## src/rtl/rgb_to_ycbcr422.sv

```systemverilog
// ----------------------------------------------------------------------------
// rgb_to_ycbcr422
//
// Purpose:
//    Converts one RGB888 pixel per clock into BT.601 limited-range YCbCr and
//    decimates the chroma to 4:2:2 for the ADV7511 data pins. DE and the syncs
//    travel through a matching delay line, so they stay aligned with the data.
//    The total latency is a fixed 4 clocks.
//
// Optional feature macro:
//    CHROMA_AVG_EN - when defined, each pixel pair carries averaged chroma.
//                    When undefined, chroma is co-sited on the even pixel.
//                    The latency is the same in both builds.
//
// Ports:
//    clk        in   1   pixel clock
//    rst_n      in   1   asynchronous active-low reset
//    in_r/g/b   in   8   RGB888 pixel, valid when in_de=1
//    in_de      in   1   active-video flag
//    in_hsync   in   1   horizontal sync (polarity H_SYNC_POL)
//    in_vsync   in   1   vertical sync (polarity V_SYNC_POL)
//    out_ycbcr  out  16  even pixel {Cb,Y}, odd pixel {Cr,Y}, 16'h8010 in blanking
//    out_de     out  1   in_de delayed by LATENCY clocks
//    out_hsync  out  1   in_hsync delayed by LATENCY clocks
//    out_vsync  out  1   in_vsync delayed by LATENCY clocks
// ----------------------------------------------------------------------------

package video_pkg;
   // Packed 4:2:2 word: upper byte is chroma (Cb on even, Cr on odd), lower is luma.
   typedef struct packed {
      logic [7:0] c;
      logic [7:0] y;
   } ycbcr422_t;

   // Active-low syncs; the inactive level is therefore 1.
   localparam logic H_SYNC_POL = 1'b0;
   localparam logic V_SYNC_POL = 1'b0;
endpackage

module rgb_to_ycbcr422 #(
   parameter int LATENCY = 4
) (
   input  logic                 clk,
   input  logic                 rst_n,
   input  logic [7:0]           in_r,
   input  logic [7:0]           in_g,
   input  logic [7:0]           in_b,
   input  logic                 in_de,
   input  logic                 in_hsync,
   input  logic                 in_vsync,
   output video_pkg::ycbcr422_t out_ycbcr,
   output logic                 out_de,
   output logic                 out_hsync,
   output logic                 out_vsync
);

   import video_pkg::*;

   // The stage structure below is hard-wired to four registers.
   generate
      if (LATENCY != 4) begin : g_latency_check
         $error("rgb_to_ycbcr422: LATENCY must be 4");
      end
   endgenerate

   localparam logic signed [17:0] K_YR = 18'sd66;
   localparam logic signed [17:0] K_YG = 18'sd129;
   localparam logic signed [17:0] K_YB = 18'sd25;
   localparam logic signed [17:0] K_BR = 18'sd38;
   localparam logic signed [17:0] K_BG = 18'sd74;
   localparam logic signed [17:0] K_BB = 18'sd112;
   localparam logic signed [17:0] K_RR = 18'sd112;
   localparam logic signed [17:0] K_RG = 18'sd94;
   localparam logic signed [17:0] K_RB = 18'sd18;

   localparam logic [7:0]  BLANK_Y  = 8'd16;
   localparam logic [7:0]  BLANK_C  = 8'd128;
   localparam logic [15:0] BLANK_YC = 16'h8010;

   // Saturate a signed intermediate into an 8-bit range [lo,hi].
   function automatic logic [7:0] clamp8(input logic signed [17:0] v,
                                         input logic signed [17:0] lo,
                                         input logic signed [17:0] hi);
      logic [7:0] res;
      if (v < lo) begin
         res = lo[7:0];
      end else if (v > hi) begin
         res = hi[7:0];
      end else begin
         res = v[7:0];
      end
      return res;
   endfunction

`ifdef CHROMA_AVG_EN
   // Rounded mean of two chroma samples, using a 9-bit sum to avoid overflow.
   function automatic logic [7:0] avg8(input logic [7:0] a, input logic [7:0] b);
      logic [8:0] s;
      s = {1'b0, a} + {1'b0, b} + 9'd1;
      return s[8:1];
   endfunction
`endif

   // ---------------- pixel phase ----------------
   // r_phase is the phase the next DE-high pixel will take (0 = even).
   logic r_phase;

   // ---------------- S1: products ----------------
   logic signed [17:0] w_r18, w_g18, w_b18;
   logic signed [17:0] r_p_yr, r_p_yg, r_p_yb;
   logic signed [17:0] r_p_br, r_p_bg, r_p_bb;
   logic signed [17:0] r_p_rr, r_p_rg, r_p_rb;
   logic               r_s1_de, r_s1_odd;

   // ---------------- S2: sums / clamp ----------------
   logic signed [17:0] w_y_sum, w_cb_sum, w_cr_sum;
   logic signed [17:0] w_y_full, w_cb_full, w_cr_full;
   logic [7:0]         r_s2_y, r_s2_cb, r_s2_cr;
   logic               r_s2_de, r_s2_odd;

   // ---------------- S3: pair hold ----------------
   logic [7:0]         r_s3_y, r_s3_cb, r_s3_cr;
   logic               r_s3_de, r_s3_odd;

   // ---------------- S4: pack ----------------
   logic [7:0]         r_cr_hold;
   logic [7:0]         w_cr_hold_nxt;
   logic [7:0]         w_cb_sel;
   ycbcr422_t          w_out_nxt;
   ycbcr422_t          r_out;

   // ---------------- sync / DE delay line ----------------
   logic [LATENCY-1:0] r_de_dly, r_hs_dly, r_vs_dly;

   assign w_r18 = $signed({10'd0, in_r});
   assign w_g18 = $signed({10'd0, in_g});
   assign w_b18 = $signed({10'd0, in_b});

   // Phase clears during blanking so every line starts on an even pixel.
   always_ff @(posedge clk or negedge rst_n) begin
      if (!rst_n) begin
         r_phase <= 1'b0;
      end else begin
         r_phase <= in_de & ~r_phase;
      end
   end

   // S1: capture the nine coefficient products together with DE and phase.
   always_ff @(posedge clk or negedge rst_n) begin
      if (!rst_n) begin
         r_p_yr   <= 18'sd0;
         r_p_yg   <= 18'sd0;
         r_p_yb   <= 18'sd0;
         r_p_br   <= 18'sd0;
         r_p_bg   <= 18'sd0;
         r_p_bb   <= 18'sd0;
         r_p_rr   <= 18'sd0;
         r_p_rg   <= 18'sd0;
         r_p_rb   <= 18'sd0;
         r_s1_de  <= 1'b0;
         r_s1_odd <= 1'b0;
      end else begin
         r_p_yr   <= w_r18 * K_YR;
         r_p_yg   <= w_g18 * K_YG;
         r_p_yb   <= w_b18 * K_YB;
         r_p_br   <= w_r18 * K_BR;
         r_p_bg   <= w_g18 * K_BG;
         r_p_bb   <= w_b18 * K_BB;
         r_p_rr   <= w_r18 * K_RR;
         r_p_rg   <= w_g18 * K_RG;
         r_p_rb   <= w_b18 * K_RB;
         r_s1_de  <= in_de;
         r_s1_odd <= in_de & r_phase;
      end
   end

   // Negative coefficients are stored as magnitudes and subtracted here.
   assign w_y_sum   = r_p_yr + r_p_yg + r_p_yb + 18'sd128;
   assign w_cb_sum  = r_p_bb - r_p_br - r_p_bg + 18'sd128;
   assign w_cr_sum  = r_p_rr - r_p_rg - r_p_rb + 18'sd128;
   assign w_y_full  = (w_y_sum  >>> 8) + 18'sd16;
   assign w_cb_full = (w_cb_sum >>> 8) + 18'sd128;
   assign w_cr_full = (w_cr_sum >>> 8) + 18'sd128;

   // S2: round, offset and clamp into limited range.
   always_ff @(posedge clk or negedge rst_n) begin
      if (!rst_n) begin
         r_s2_y   <= BLANK_Y;
         r_s2_cb  <= BLANK_C;
         r_s2_cr  <= BLANK_C;
         r_s2_de  <= 1'b0;
         r_s2_odd <= 1'b0;
      end else begin
         r_s2_y   <= clamp8(w_y_full,  18'sd16, 18'sd235);
         r_s2_cb  <= clamp8(w_cb_full, 18'sd16, 18'sd240);
         r_s2_cr  <= clamp8(w_cr_full, 18'sd16, 18'sd240);
         r_s2_de  <= r_s1_de;
         r_s2_odd <= r_s1_odd;
      end
   end

   // S3: hold the pixel so an even pixel can see its odd partner sitting in S2.
   always_ff @(posedge clk or negedge rst_n) begin
      if (!rst_n) begin
         r_s3_y   <= BLANK_Y;
         r_s3_cb  <= BLANK_C;
         r_s3_cr  <= BLANK_C;
         r_s3_de  <= 1'b0;
         r_s3_odd <= 1'b0;
      end else begin
         r_s3_y   <= r_s2_y;
         r_s3_cb  <= r_s2_cb;
         r_s3_cr  <= r_s2_cr;
         r_s3_de  <= r_s2_de;
         r_s3_odd <= r_s2_odd;
      end
   end

`ifdef CHROMA_AVG_EN
   // An even pixel has a partner only if the next pixel is an active odd pixel.
   logic w_partner;
   assign w_partner = r_s2_de & r_s2_odd;
`endif

   // S4 select: the even pixel emits Cb and parks the pair's Cr for its partner.
   always_comb begin
      w_out_nxt     = BLANK_YC;
      w_cr_hold_nxt = r_cr_hold;
      w_cb_sel      = r_s3_cb;
      if (!r_s3_de) begin
         w_out_nxt     = BLANK_YC;
         w_cr_hold_nxt = r_cr_hold;
      end else if (!r_s3_odd) begin
`ifdef CHROMA_AVG_EN
         if (w_partner) begin
            w_cb_sel      = avg8(r_s3_cb, r_s2_cb);
            w_cr_hold_nxt = avg8(r_s3_cr, r_s2_cr);
         end else begin
            // Dangling even pixel: own Cb, no Cr is ever emitted.
            w_cb_sel      = r_s3_cb;
            w_cr_hold_nxt = r_s3_cr;
         end
`else
         w_cb_sel      = r_s3_cb;
         w_cr_hold_nxt = r_s3_cr;
`endif
         w_out_nxt = {w_cb_sel, r_s3_y};
      end else begin
         w_out_nxt     = {r_cr_hold, r_s3_y};
         w_cr_hold_nxt = r_cr_hold;
      end
   end

   // S4: output register and the pair's held Cr.
   always_ff @(posedge clk or negedge rst_n) begin
      if (!rst_n) begin
         r_out     <= BLANK_YC;
         r_cr_hold <= BLANK_C;
      end else begin
         r_out     <= w_out_nxt;
         r_cr_hold <= w_cr_hold_nxt;
      end
   end

   // DE and sync delay line; the signals are only delayed, never modified.
   always_ff @(posedge clk or negedge rst_n) begin
      if (!rst_n) begin
         r_de_dly <= {LATENCY{1'b0}};
         r_hs_dly <= {LATENCY{~H_SYNC_POL}};
         r_vs_dly <= {LATENCY{~V_SYNC_POL}};
      end else begin
         r_de_dly <= {r_de_dly[LATENCY-2:0], in_de};
         r_hs_dly <= {r_hs_dly[LATENCY-2:0], in_hsync};
         r_vs_dly <= {r_vs_dly[LATENCY-2:0], in_vsync};
      end
   end

   assign out_ycbcr = r_out;
   assign out_de    = r_de_dly[LATENCY-1];
   assign out_hsync = r_hs_dly[LATENCY-1];
   assign out_vsync = r_vs_dly[LATENCY-1];

endmodule
```

## config.mk

```make
export PLATFORM = sky130hd
export DESIGN_NAME = rgb_to_ycbcr422
export DESIGN_NICKNAME = d
export VERILOG_FILES = /design/src/rtl/rgb_to_ycbcr422.sv
export SDC_FILE = /design/constraint.sdc
export NUM_CORES = 1
export LEC_CHECK = 0
export CAP_MARGIN = 15
export CORE_MARGIN = 2
export CORE_UTILIZATION = 45
export DETAILED_ROUTE_END_ITERATION = 10
export PLACE_DENSITY = 0.72
export SLEW_MARGIN = 20
export SYNTH_ARGS = -nofsm -noshare
export SYNTH_HDL_FRONTEND = slang
export SYNTH_SLANG_ARGS = --single-unit
```

## constraint.sdc

```tcl
create_clock -name clk -period 6.5 [get_ports clk]
set_clock_uncertainty 0.2 [all_clocks]
set_input_delay 0.65 -clock clk [delete_from_list [all_inputs] [get_ports clk]]
set_output_delay 0.65 -clock clk [all_outputs]
set_load 0.02 [all_outputs]
```

==> run metrics, run 1 <==
outcome=complete, no violations; Die Ht=178 µm; Final HPWL DP=21900 µm; pre-CTS setup slack=1.48 ns; vias=8624; Cell Area, Synth=13600 µm²; Die ar.=31700 µm²; share of cells above drive strength 1=6.33%; max cap viols=0; initial antenna violation count=4; hold path cells=0; Pins Over Slew Limit=0; Synth cell types=76; area of the multi-input gates=7770 µm²; RSZ-0062 raised after global routing=no; post-route setup TNS=0 ns; I/O Pins=48; CTS Buf Count=17; DRT antenna net count=0; GRT Total Usage=18.5%; largest net degree at the start of global routing=75; Post-CTS Repair Setup Buffers=0; fraction of registers with async set/reset=100%; Rel. slew slack=39.9%; Synth Area per Inst=11.1 µm²; crit path time final=5.09 ns; Final Hold Fails=0; CP Class=register to register; Reg2Reg Launch Point=r_p_rr[6]; Hold Crit Endpoint=r_s3_cb[3]; filler cell count=2531; YS warnings=0; slowest stage delay, CP=0.56 ns; Initial Util=45.9%; Via density=5.12; drt first-iter violations=621; post-cts gate resize count=0; Area Overhead vs Synth=11.5%; drt pass-1 iters=5; Hold Crit Class=register to register; ys flop type=dfrtp_1; register area share after synthesis=35.9%; number of synthesized flops with an enable pin=0; register area=4900 µm²; HP Start=r_s2_cb[3]; Net Count, Synth=1570; clk slew on worst S/H paths=0.09 ns; Hold Worst Slack=0.148 ns; DRC Markers=0; wire length per cell=16.1 µm; Final Setup Violations=0; clock sinks=195; Total Wirelength=27100 µm; CP Data Arrival Time=5.22 ns; Final GP Congestion=0.848; vias in the first global route=8715; FF+latch count, synth=195; Mapped Cells=1227; Startpoint Class=register; critical-path cell list=fa_1, ha_1, ha_1, a21o_1, a21oi_1, nand2b_1, a211oi_1, nor3_1, nor3_1, inv_1, ha_1, inv_1, nand2_1, a211o_1, o221a_2, a211o_1; Achievable Freq=0.196 GHz; clock latency at the later pin of the worst-skew pair=0.45 ns; reg2reg setup slack=1.41 ns; Final WS setup=1.41 ns; slowest CP cell=nor3_1; R2R cell count=16; CP endpoint kind=register; H-tree Lvls=4; die width=178 µm; row count=63; core area=29700 µm²; nets=1626; first-pass GRT wire length=45000 µm; R2R Path End=r_s2_cr[4]; Critical Path RT=6.63 ns; crit path max fanout=6; CP most frequent cell=ha_1; global route overflow=0; PortBufs=47; Final Cycle Share=78.3%; root buf cell=clkbuf_16; Clock Tree Buf Depth=2; CTS tree=built; Worst-Margin Slew=0.901 ns; fin util=51.2%; Antenna diodes=0
[cell families (layout without fill, tap and decap cells)]
family,after synthesis,in the layout,synth area share (%)
AO/OA/AOI/OAI,201,201,10.2
buffers and inverters,252,321,7.06
adder cells (fa/ha/maj),314,314,33.1
XOR/XNOR,87,87,5.69
AND/OR/NAND/NOR,160,160,6.61
flip-flops,195,195,35.9
multiplexers,18,18,1.40
[worst max path at each step]
stage / from / cells past startpoint / slack, ns / endpoint
after floorplan: r_p_rr[6] / 16 / 1.98 / r_s2_cr[4]
after global routing: r_p_rg[6] / 17 / 1.11 / r_s2_cr[4]
final: r_p_rr[6] / 16 / 1.41 / r_s2_cr[4]
after detailed placement: in_g[5] / 17 / 1.48 / r_p_rg[14]
after global placement: in_g[4] / 17 / 1.62 / r_p_rg[14]
after CTS: r_p_rr[6] / 16 / 1.49 / r_s2_cr[4]
[per-stage QoR]
step           instance area [µm²]  instances
2_1_floorplan                13600       1227
3_3_place_gp                 14600       1653
3_5_place_dp                 14600       1653
4_1_cts                      15200       1686
5_1_grt                      15200       1686
6_report                     15200       1686
[layout by cell type, fill, tap and decap left out, drive strengths merged, types with 4 or more instances in the layout]
cell type	netlist	final
a211oi	6	6
a21o	24	24
a21oi	65	65
a221oi	6	6
a31o	4	4
a31oi	7	7
and2	9	9
and3	5	5
buf	3	4
clkbuf	12	18
clkdlybuf4s50	0	46
clkinv	1	8
dfrtp	178	178
dfstp	17	17
fa	77	77
ha	237	237
inv	236	243
mux2	9	9
mux2i	9	9
nand2	24	24
nand2b	13	13
nand3	13	13
nand3b	5	5
nand4	5	5
nor2	21	21
nor2b	18	18
nor3	22	22
o211ai	4	4
o21a	6	6
o21ai	21	21
o21bai	21	21
o311ai	4	4
o31ai	6	6
or3	6	6
xnor2	55	55
xor2	31	31
[what timing repair did]
action	4_1_cts	5_1_grt
endpoints found under the setup margin	0	0
hold endpoints to repair	45	0
hold buffers	1	0
[cells in the mapped netlist (3+ instances only)]
cell	n	share of area, %
a211oi_1	6	0.33
dfrtp_1	178	33
xor2_1	31	2.0
nand4_1	5	0.23
inv_1	235	6.5
o2111ai_1	3	0.19
nor4_1	3	0.14
o21bai_1	21	1.2
and2_1	9	0.41
mux2i_1	9	0.66
nor2b_1	18	0.83
o21a_1	6	0.33
nor2_1	21	0.58
or3_1	5	0.23
fa_1	77	11
a31oi_1	7	0.32
xnor2_1	55	3.5
clkbuf_1	12	0.33
nand2b_1	13	0.60
dfstp_2	17	3.3
ha_1	237	22
mux2_2	9	0.74
nor3_1	21	0.77
o31ai_1	4	0.22
and3_1	5	0.23
nand4b_1	3	0.19
o21ai_0	17	0.62
o21ai_1	3	0.11
a21oi_1	65	2.4
o211ai_1	4	0.22
nand3_1	13	0.48
nand2_1	24	0.66
a21o_1	24	1.3
o311ai_0	3	0.19
a31o_2	4	0.26
a221oi_1	4	0.26
nand3b_1	5	0.28
[registers in the layout, summed over array words and instances (netlist names), 10 cells and up]
register   count
out_ycbcr     16
r_p_bb        10
r_p_bg        12
r_p_br        11
r_p_rg        13
r_p_rr        10
r_p_yb        13
r_p_yg        16
r_p_yr        14
[layout make-up]
type                    instances  share of cell area [%]
multi-input cells             780                    51.1
flip-flops and latches        195                    32.2
inverters                     237                    5.85
repair buffers                 52                    3.38
well taps                     390                    3.21
clock buffers                  17                    2.80
clock inverters                15                    1.42
[routing by layer]
layer / track usage (%) / routed length, µm
met3: 3.37 / 1070
met5: 0 / 23
met4: 4.23 / 357
met2: 29.6 / 12800
met1: 26.1 / 12900
[worst max-delay path: cells and delay by family, from the launching register on]
family | cells | cell delay (ns)
DFF | 1 | 0.39
buffers and inverters | 2 | 0.39
adders and majority gates | 4 | 1.45
AOI/OAI and AO/OA | 6 | 1.54
and+or+nand+nor | 4 | 1.01
Power of run 1 is left out: the tool's default activity adds up to more than one toggle a clock period on the data nets, which glitch-free logic cannot reach.
==> run 2: changes to the inputs <==
==> constraint.sdc (replaced) <==
create_clock -name clk -period 5.1 [get_ports clk]
set_clock_uncertainty 0.2 [all_clocks]
set_input_delay 0.51 -clock clk [delete_from_list [all_inputs] [get_ports clk]]
set_output_delay 0.51 -clock clk [all_outputs]
set_load 0.02 [all_outputs]
==> run metrics, run 2 (same netlist as run 1, synthesis figures left out) <==
max cap viols=0; Achievable Freq=0.211 GHz; drt first-iter violations=557; nets=1638; most frequent cells in the layout=ha_1, inv_1, dfrtp_1, fa_1, a21oi_1; CTS tree=built; Final GP Congestion=0.838; GRT Total Usage=18.1%; I/O Pins=48; DRC Markers=0; crit path time final=4.75 ns; Die Ht=178 µm; Via density=5.11; vias in the first global route=8654; Rel. slew slack=51.8%; post-cts gate resize count=0; row count=63; Total Wirelength=27000 µm; Clock Tree Buf Depth=2; Die ar.=31700 µm²; Pins Over Slew Limit=0; core area=29700 µm²; slowest stage delay, CP=0.51 ns; Final Hold Fails=0; post-route setup TNS=0 ns; RSZ-0062 raised after global routing=no; slowest CP cell=fa_1; global route overflow=0; crit path max fanout=8; drt pass-1 iters=5; H-tree Lvls=4; final instance area=15300 µm²; wire length per cell=15.9 µm; initial antenna violation count=1; root buf cell=clkbuf_16; critical-path cell list=fa_1, ha_1, ha_1, o21a_1, o21ai_1, a211oi_1, nor4_1, a311o_1, inv_1, ha_1, inv_1, nand2_1, a211o_1, o221a_2, a211o_1; Post-CTS Repair Setup Buffers=0; Critical Path RT=5.23 ns; Startpoint Class=register; PortBufs=47; first-pass GRT wire length=44200 µm; share of cells above drive strength 1=7.19%; vias=8671; die width=178 µm; clk slew on worst S/H paths=0.08 ns; Initial Util=45.9%; CP most frequent cell=ha_1; DRT antenna net count=0; outcome=complete, no violations; placed insts=1665; Final Cycle Share=93.1%; CTS Buf Count=17; reg2reg setup slack=0.35 ns; Hold Crit Class=register to register; Area after DPL=14700 µm²; Antenna diodes=0; Worst-Margin Slew=0.719 ns; clock sinks=195; Buf+Inv Stages, Crit Path=2; CP endpoint kind=register; Final HPWL DP=21800 µm; CP Data Arrival Time=4.88 ns; clock latency at the later pin of the worst-skew pair=0.44 ns; largest net degree at the start of global routing=115; CP Class=register to register; Area Overhead vs Synth=12.3%; commonest non-fill, non-tap cell in the layout=ha_1; fin util=51.5%; CP delay by family, top=compound AO/OA/AOI/OAI gates; Final Setup Violations=0; Non-Filler Instances=1698
run 2: cell count changes in the layout (fill, tap and decap cells not counted), sizes merged:
cell      before  now
buf            4   16
bufinv         0    1
clkinv         8    7
clkinvlp       1    0
inv          243  244
run 2: final cells by class:
| cell class | count | area (µm²) |
|---|---|---|
| Clock buffer | 17 | 425 |
| Timing Repair Buffer | 64 | 617 |
| Clock inverter | 15 | 225 |
| Tap cell | 390 | 488 |
| Inverter | 237 | 890 |
| Fill cell | 2550 | 14400 |
| Sequential cell | 195 | 4900 |
| Multi-Input combinational cell | 780 | 7770 |
run 2: path summary, 6_finish.rpt:
check	startpoint	cells after the start	end
max	r_p_yr[1]	15	r_s2_cr[4]
min	r_vs_dly[0]	0	r_vs_dly[1]
max reg2reg	r_p_yr[1]	15	r_s2_cr[4]
min reg2reg	r_vs_dly[0]	0	r_vs_dly[1]
max in group asynchronous	rst_n	3	r_p_bg[6]
min in group asynchronous	rst_n	2	out_ycbcr[0]
run 2: timing repair:
action / CTS / global route
endpoints found under the hold margin: 66 / 0
hold buffers: 1 / 0
endpoints found under the setup margin: 0 / 0
run 2: per-stage QoR:
| stage | worst slack, ns | hold WS [ns] |
|---|---|---|
| after detailed placement | 0.351 | 0.135 |
| after floorplan | 0.576 | 0.0144 |
| after CTS | 0.361 | 0.149 |
| final | 0.350 | 0.150 |
| after global placement | 0.324 | 0.132 |
| after global routing | 0.0842 | 0.153 |
run 2: metal layers:
layer	routed length (µm)	up-vias	global-route usage [%]
li1	-	4243	-
met1	12800	4233	25.5
met2	12800	163	29.4
met3	954	30	2.47
met4	449	2	4.47
met5	12	-	0
Power of run 2 is left out for the same reason.
==> run 3: changes to the inputs <==
--- a/config.mk
+++ b/config.mk
@@ -10,6 +10,8 @@
 export CORE_UTILIZATION = 45
 export DETAILED_ROUTE_END_ITERATION = 10
 export PLACE_DENSITY = 0.72
+export SETUP_SLACK_MARGIN = 0.05
+export SKIP_LAST_GASP = 1
 export SLEW_MARGIN = 20
 export SYNTH_ARGS = -nofsm -noshare
 export SYNTH_HDL_FRONTEND = slang
==> results of run 3 <==
The final DEF is identical to that of run 2; final timing and power are the same.
Power of run 3 is left out for the same reason.
==> variant 1, RTL diff (config.mk and constraints of run 3) <==
Register the input `in_g` before use, cleared by the reset. The logic sees it one clock later. The other inputs are not delayed to match.
--- a/src/rtl/rgb_to_ycbcr422.sv
+++ b/src/rtl/rgb_to_ycbcr422.sv
@@ -56,6 +56,16 @@
 
    import video_pkg::*;
 
+   logic [7:0] in_g_q;
+
+   always_ff @(posedge clk or negedge rst_n) begin
+      if (!rst_n) begin
+         in_g_q <= '0;
+      end else begin
+         in_g_q <= in_g;
+      end
+   end
+
    // The stage structure below is hard-wired to four registers.
    generate
       if (LATENCY != 4) begin : g_latency_check
@@ -133,7 +143,7 @@
    logic [LATENCY-1:0] r_de_dly, r_hs_dly, r_vs_dly;
 
    assign w_r18 = $signed({10'd0, in_r});
-   assign w_g18 = $signed({10'd0, in_g});
+   assign w_g18 = $signed({10'd0, in_g_q});
    assign w_b18 = $signed({10'd0, in_b});
 
    // Phase clears during blanking so every line starts on an even pixel.
Formal check against the unedited RTL: not equivalent (Yosys sat finds a counterexample within 10 cycles, from zero or initial values and one cycle with rst_n low).
==> variant 1 against run 3 <==
  * Wire length is 2.7% lower
  * Fmax is 0.62% lower
  * Critical path depth is 4 higher
  * Core utilization is 0.96 points higher
  * Critical path type unchanged
  * Synthesized area is 0.42% higher
  * Cell area is 2.1% higher
  * Global-route usage is 0.49 points lower
  * Worst setup slack worse by 0.030 ns
  * Sequential cell count is 8 higher
  * Non-clock buffer count is 4 higher
Power is left out: the tool's default activity adds up to more than one toggle a clock period on the data nets, which glitch-free logic cannot reach.
==> variant 1: results (changes against run 3) <==
grt_pass1_wl_mm: 44.3  # was 44.2 mm
cp_slowest_cell: "or4b_4"  # was fa_1
crit_path_max_fanout: 7  # was 8
cts_htree_levels: 1  # was 4
arrival_ns: 5.03  # was 4.88 ns
port_buffers: 47  # unchanged
first_iter_violations: 407  # was 557
nFillCells: 2573  # was 2550
dpl_cell_area_sq_um: 14800  # was 14700 sq um
gp_congestion: 0.846  # was 0.838
netlist_top_cells_area: "dfrtp_1 (34%), ha_1 (22%), fa_1 (11%), inv_1 (6.4%), xnor2_1 (3.6%)"  # was dfrtp_1 (33%), ha_1 (22%), fa_1 (11%), inv_1 (6.5%), xnor2_1 (3.5%)
routed_wl_mm: 26.3  # was 27.0 mm
cts.path.max_buffers: 3  # was 2
grt_max_degree: 114  # was 115
status: "complete, no violations"  # unchanged
synth_fa_ha_area_share_pct: 32.9  # was 33.1%
clk_latency_ns: 0.51  # was 0.44 ns
dpl_worst_slack_ns: -0.145  # was 0.351 ns
netlist_top_cells_count: "ha_1 (237), inv_1 (233), dfrtp_1 (186)"  # was ha_1 (237), inv_1 (235), dfrtp_1 (178)
synth_cell_types: 69  # was 76
post-dp-hpwl_mm: 20.8  # was 21.8 mm
clk_pin_slew_worst_paths_ns: 0.06  # was 0.08 ns
synth_top_area_cell: "dfrtp_1"  # unchanged
fin_hold_ws_ns: 0.144  # was 0.150 ns
cts_buffers: 23  # was 17
muxShareOfSynthArea_pct: 1.78  # was 1.40%
synthXorXnorAreaFrac_pct: 5.36  # was 5.69%
r2r_slack_ns: 0.32  # was 0.35 ns
syn2layout_area_growth_pct: 14.2  # was 12.3%
syn_nets: 1552  # was 1570
firstDrtPassIters: 4  # was 5
drive_above_1_share_pct: 8.86  # was 7.19%
synth_compound_area_share_pct: 9.49  # was 10.2%
ys_seq_area_share_pct: 37.3  # was 35.9%
worst_pin_slew_ns: 0.910  # was 0.719 ns
worst_path_largest_cell_delay_ns: 0.53  # was 0.51 ns
grt_pass1_vias: 8892  # was 8654
cp_top_family: "simple AND/OR/NAND/NOR gates"  # was compound AO/OA/AOI/OAI gates
antenna_found_initial: 0  # was 1
[variant 1: cell families (layout without fill, tap and decap cells)]
family / count (synthesis) / in the layout
AO/OA/AOI/OAI: 189 / 189
XOR/XNOR: 83 / 83
adder cells (fa/ha/maj): 314 / 314
buffers and inverters: 243 / 343
flip-flops: 203 / 203
multiplexers: 23 / 23
AND/OR/NAND/NOR: 154 / 154
[variant 1: cell type report]
cell class	count	share of cell area, %
Sequential cell	203	32.6
Clock buffer	33	4.24
Clock inverter	9	0.584
Inverter	233	5.59
Multi-Input combinational cell	763	49.7
Timing Repair Buffer	68	4.14
Tap cell	390	3.12
[variant 1: through the flow]
stage	std cells	TNS, ns
final	1699	0
after detailed placement	1653	-0.358
after CTS	1697	0
after global placement	1653	0
after floorplan	1209	0
after global routing	1699	0
[variant 1: path summary, 6_finish.rpt]
path	startpoint	to	depth (start not counted)
setup / recovery	r_p_rr[8]	r_s2_cr[1]	19
hold / removal	r_s2_cr[6]	r_s3_cr[6]	0
setup reg to reg	r_p_rr[8]	r_s2_cr[1]	19
hold reg to reg	r_s2_cr[6]	r_s3_cr[6]	0
max in group asynchronous	rst_n	r_s2_y[4]	3
min in group asynchronous	rst_n	out_ycbcr[13]	2
[variant 1: routing by layer]
metal | wire length (microns) | part of all wire (%) | global-route usage [%]
met1 | 12000 | 46 | 24.0
met2 | 12600 | 48 | 29.7
met3 | 953 | 3.6 | 1.94
met4 | 667 | 2.5 | 4.78
met5 | 0 | 0 | 0
[variant 1: repair_timing]
action	CTS	global route
gates resized for setup	3	15
pin swaps	1	9
hold buffers	1	0
buffers inserted	1	2
endpoints found under the setup margin	3	3
endpoints found under the hold margin	84	0
==> variant 2, RTL diff (settings of run 3) <==
Without the edit above. `V_SYNC_POL`: 1'b0 -> 1'b1.
--- a/src/rtl/rgb_to_ycbcr422.sv
+++ b/src/rtl/rgb_to_ycbcr422.sv
@@ -34,7 +34,7 @@
 
    // Active-low syncs; the inactive level is therefore 1.
    localparam logic H_SYNC_POL = 1'b0;
-   localparam logic V_SYNC_POL = 1'b0;
+   localparam logic V_SYNC_POL = 1'b1;
 endpackage
 
 module rgb_to_ycbcr422 #(
Formal check against the unedited RTL: not equivalent (a bounded check fails within 4 cycles, from zero or initial values and one cycle with rst_n low).
==> variant 2 against run 3 <==
  * The flow now finishes with violations (negative hold slack)
  * Final cell count decreased by 0.24%
  * Critical path depth up 1
  * Sequential cell count stayed put
  * Cell area fell by 0.51%
  * Via count rose by 0.39%
  * Synthesized cell count unchanged
  * Worst setup slack worse by 0.064 ns
  * Wire length is 0.42% higher
  * Synthesized area hardly changed
  * Highest routed layer unchanged
Power is left out: the tool's default activity adds up to more than one toggle a clock period on the data nets, which glitch-free logic cannot reach.
==> variant 2: results (changes against run 3) <==
routed_via_density: 5.14  # was 5.11
hold_violations: 1  # was 0
gp_congestion: 0.887  # was 0.838
violations: "negative hold slack"
r2r_end: "r_s2_cr[4]"  # unchanged
cp-startpoint: "r_p_rr[6]"  # was r_p_yr[1]
track_usage_pct: 18.2  # was 18.1%
reg2reg_depth: 16  # was 15
synth_ff_type: "dfrtp_1"  # unchanged
port_buffers: 47  # unchanged
firstDrtPassIters: 5  # unchanged
synth_top_area_cell: "dfrtp_1"  # unchanged
diodes: 0  # unchanged
antenna_found_initial: 2  # was 1
root_buffer: "clkbuf_16"  # unchanged
synth_edf_count: 0  # unchanged
grt_max_degree: 124  # was 115
cp_slowest_cell: "fa_1"  # unchanged
ctsHoldBuffers: 0  # was 1
fin_hold_ws_ns: -0.00126  # was 0.150 ns
first_iter_violations: 512  # was 557
arrival_ns: 4.94  # was 4.88 ns
grt_pass1_vias: 8924  # was 8654
clk_latency_ns: 0.45
yosysWarnings: 0  # unchanged
clk_pin_slew_worst_paths_ns: 0.08  # about the same
cts_htree_levels: 4  # unchanged
r2r_slack_ns: 0.29  # was 0.35 ns
relSlewSlack_pct: 35.0  # was 51.8%
netlist_top_cells_count: "ha_1 (237), inv_1 (235), dfrtp_1 (182)"  # was ha_1 (237), inv_1 (235), dfrtp_1 (178)
status: "finished with violations"  # was complete, no violations
grt_pass1_wl_mm: 45.0  # was 44.2 mm
ys_seq_area_share_pct: 35.9  # about the same
ant_nets: 0  # unchanged
worst_path_largest_cell_delay_ns: 0.48  # was 0.51 ns
crit_path_max_fanout: 8  # unchanged
post-cts-setup-buffers: 0  # unchanged
post-dp-hpwl_mm: 22.0  # was 21.8 mm
drive_above_1_share_pct: 6.83  # was 7.19%
synth_cell_types: 76  # unchanged
cts.path.max_buffers: 2  # unchanged
avgRoutedWirePerCell_microns: 16.0  # was 15.9 microns
critPathKind: "reg -> reg"  # unchanged
hold_path_class: "in -> async"  # was reg -> reg
cts_buffers: 17  # unchanged
final_nets: 1634  # was 1638
async_reset_ff_share_pct: 100  # unchanged
netlist_top_cells_area: "dfrtp_1 (33%), ha_1 (22%), fa_1 (11%), inv_1 (6.5%), xnor2_1 (3.5%)"  # unchanged
cts-resized-gates: 0  # unchanged
variant 2: worst max-delay path, delay by kind of cell, from the launching register on:
| kind | cells | cell delay, ns |
|---|---|---|
| AOI/OAI and AO/OA | 7 | 1.93 |
| adders and majority gates | 4 | 1.37 |
| buffers and inverters | 2 | 0.20 |
| DFF | 1 | 0.39 |
| and+or+nand+nor | 3 | 0.62 |
variant 2: area by class of cell:
class	count	area, sq um
Inverter	237	890
Multi-Input combinational cell	780	7780
Clock buffer	17	425
Fill cell	2567	14500
Timing Repair Buffer	60	572
Sequential cell	195	4900
Tap cell	390	488
Clock inverter	15	183
variant 2: how the worst min path moves through the flow:
stage | endpoint | slack, ns
floorplan | out_ycbcr[0] | 0.01
global placement | r_s3_y[7] | 0.13
detailed placement | r_s3_y[5] | 0.13
CTS | out_ycbcr[1] | 0.05
global route | out_ycbcr[0] | 0.09
finish | out_ycbcr[1] | -0.001
variant 2: stage by stage:
step           hold WS [ns]  instance area (sq um)  std cells  util [%]  worst slack, ns
2_1_floorplan        0.0144                  13600       1227         -            0.576
3_3_place_gp          0.133                  14600       1662      49.2            0.394
3_5_place_dp          0.135                  14600       1662      49.2            0.317
4_1_cts              0.0454                  15200       1694      51.2            0.298
5_1_grt              0.0924                  15200       1694      51.3            0.107
6_report           -0.00126                  15200       1694      51.3            0.287
variant 2: cells by family after synthesis:
| group | synth area share, % |
|---|---|
| AO/OA/AOI/OAI | 10.2 |
| XOR/XNOR | 5.69 |
| adder cells (fa/ha/maj) | 33.1 |
| buffers and inverters | 7.06 |
| flip-flops | 35.9 |
| multiplexers | 1.40 |
| AND/OR/NAND/NOR | 6.61 |
variant 2: metal layers:
metal | global-route usage, % | wire length, microns | share of wire, % | vias up
met5 | 0 | 13 | 0.048 | -
met4 | 4.41 | 324 | 1.2 | 2
met3 | 3.15 | 1150 | 4.2 | 21
met2 | 29.6 | 12700 | 47 | 151
met1 | 25.5 | 12900 | 48 | 4308
li1 | - | - | - | 4223
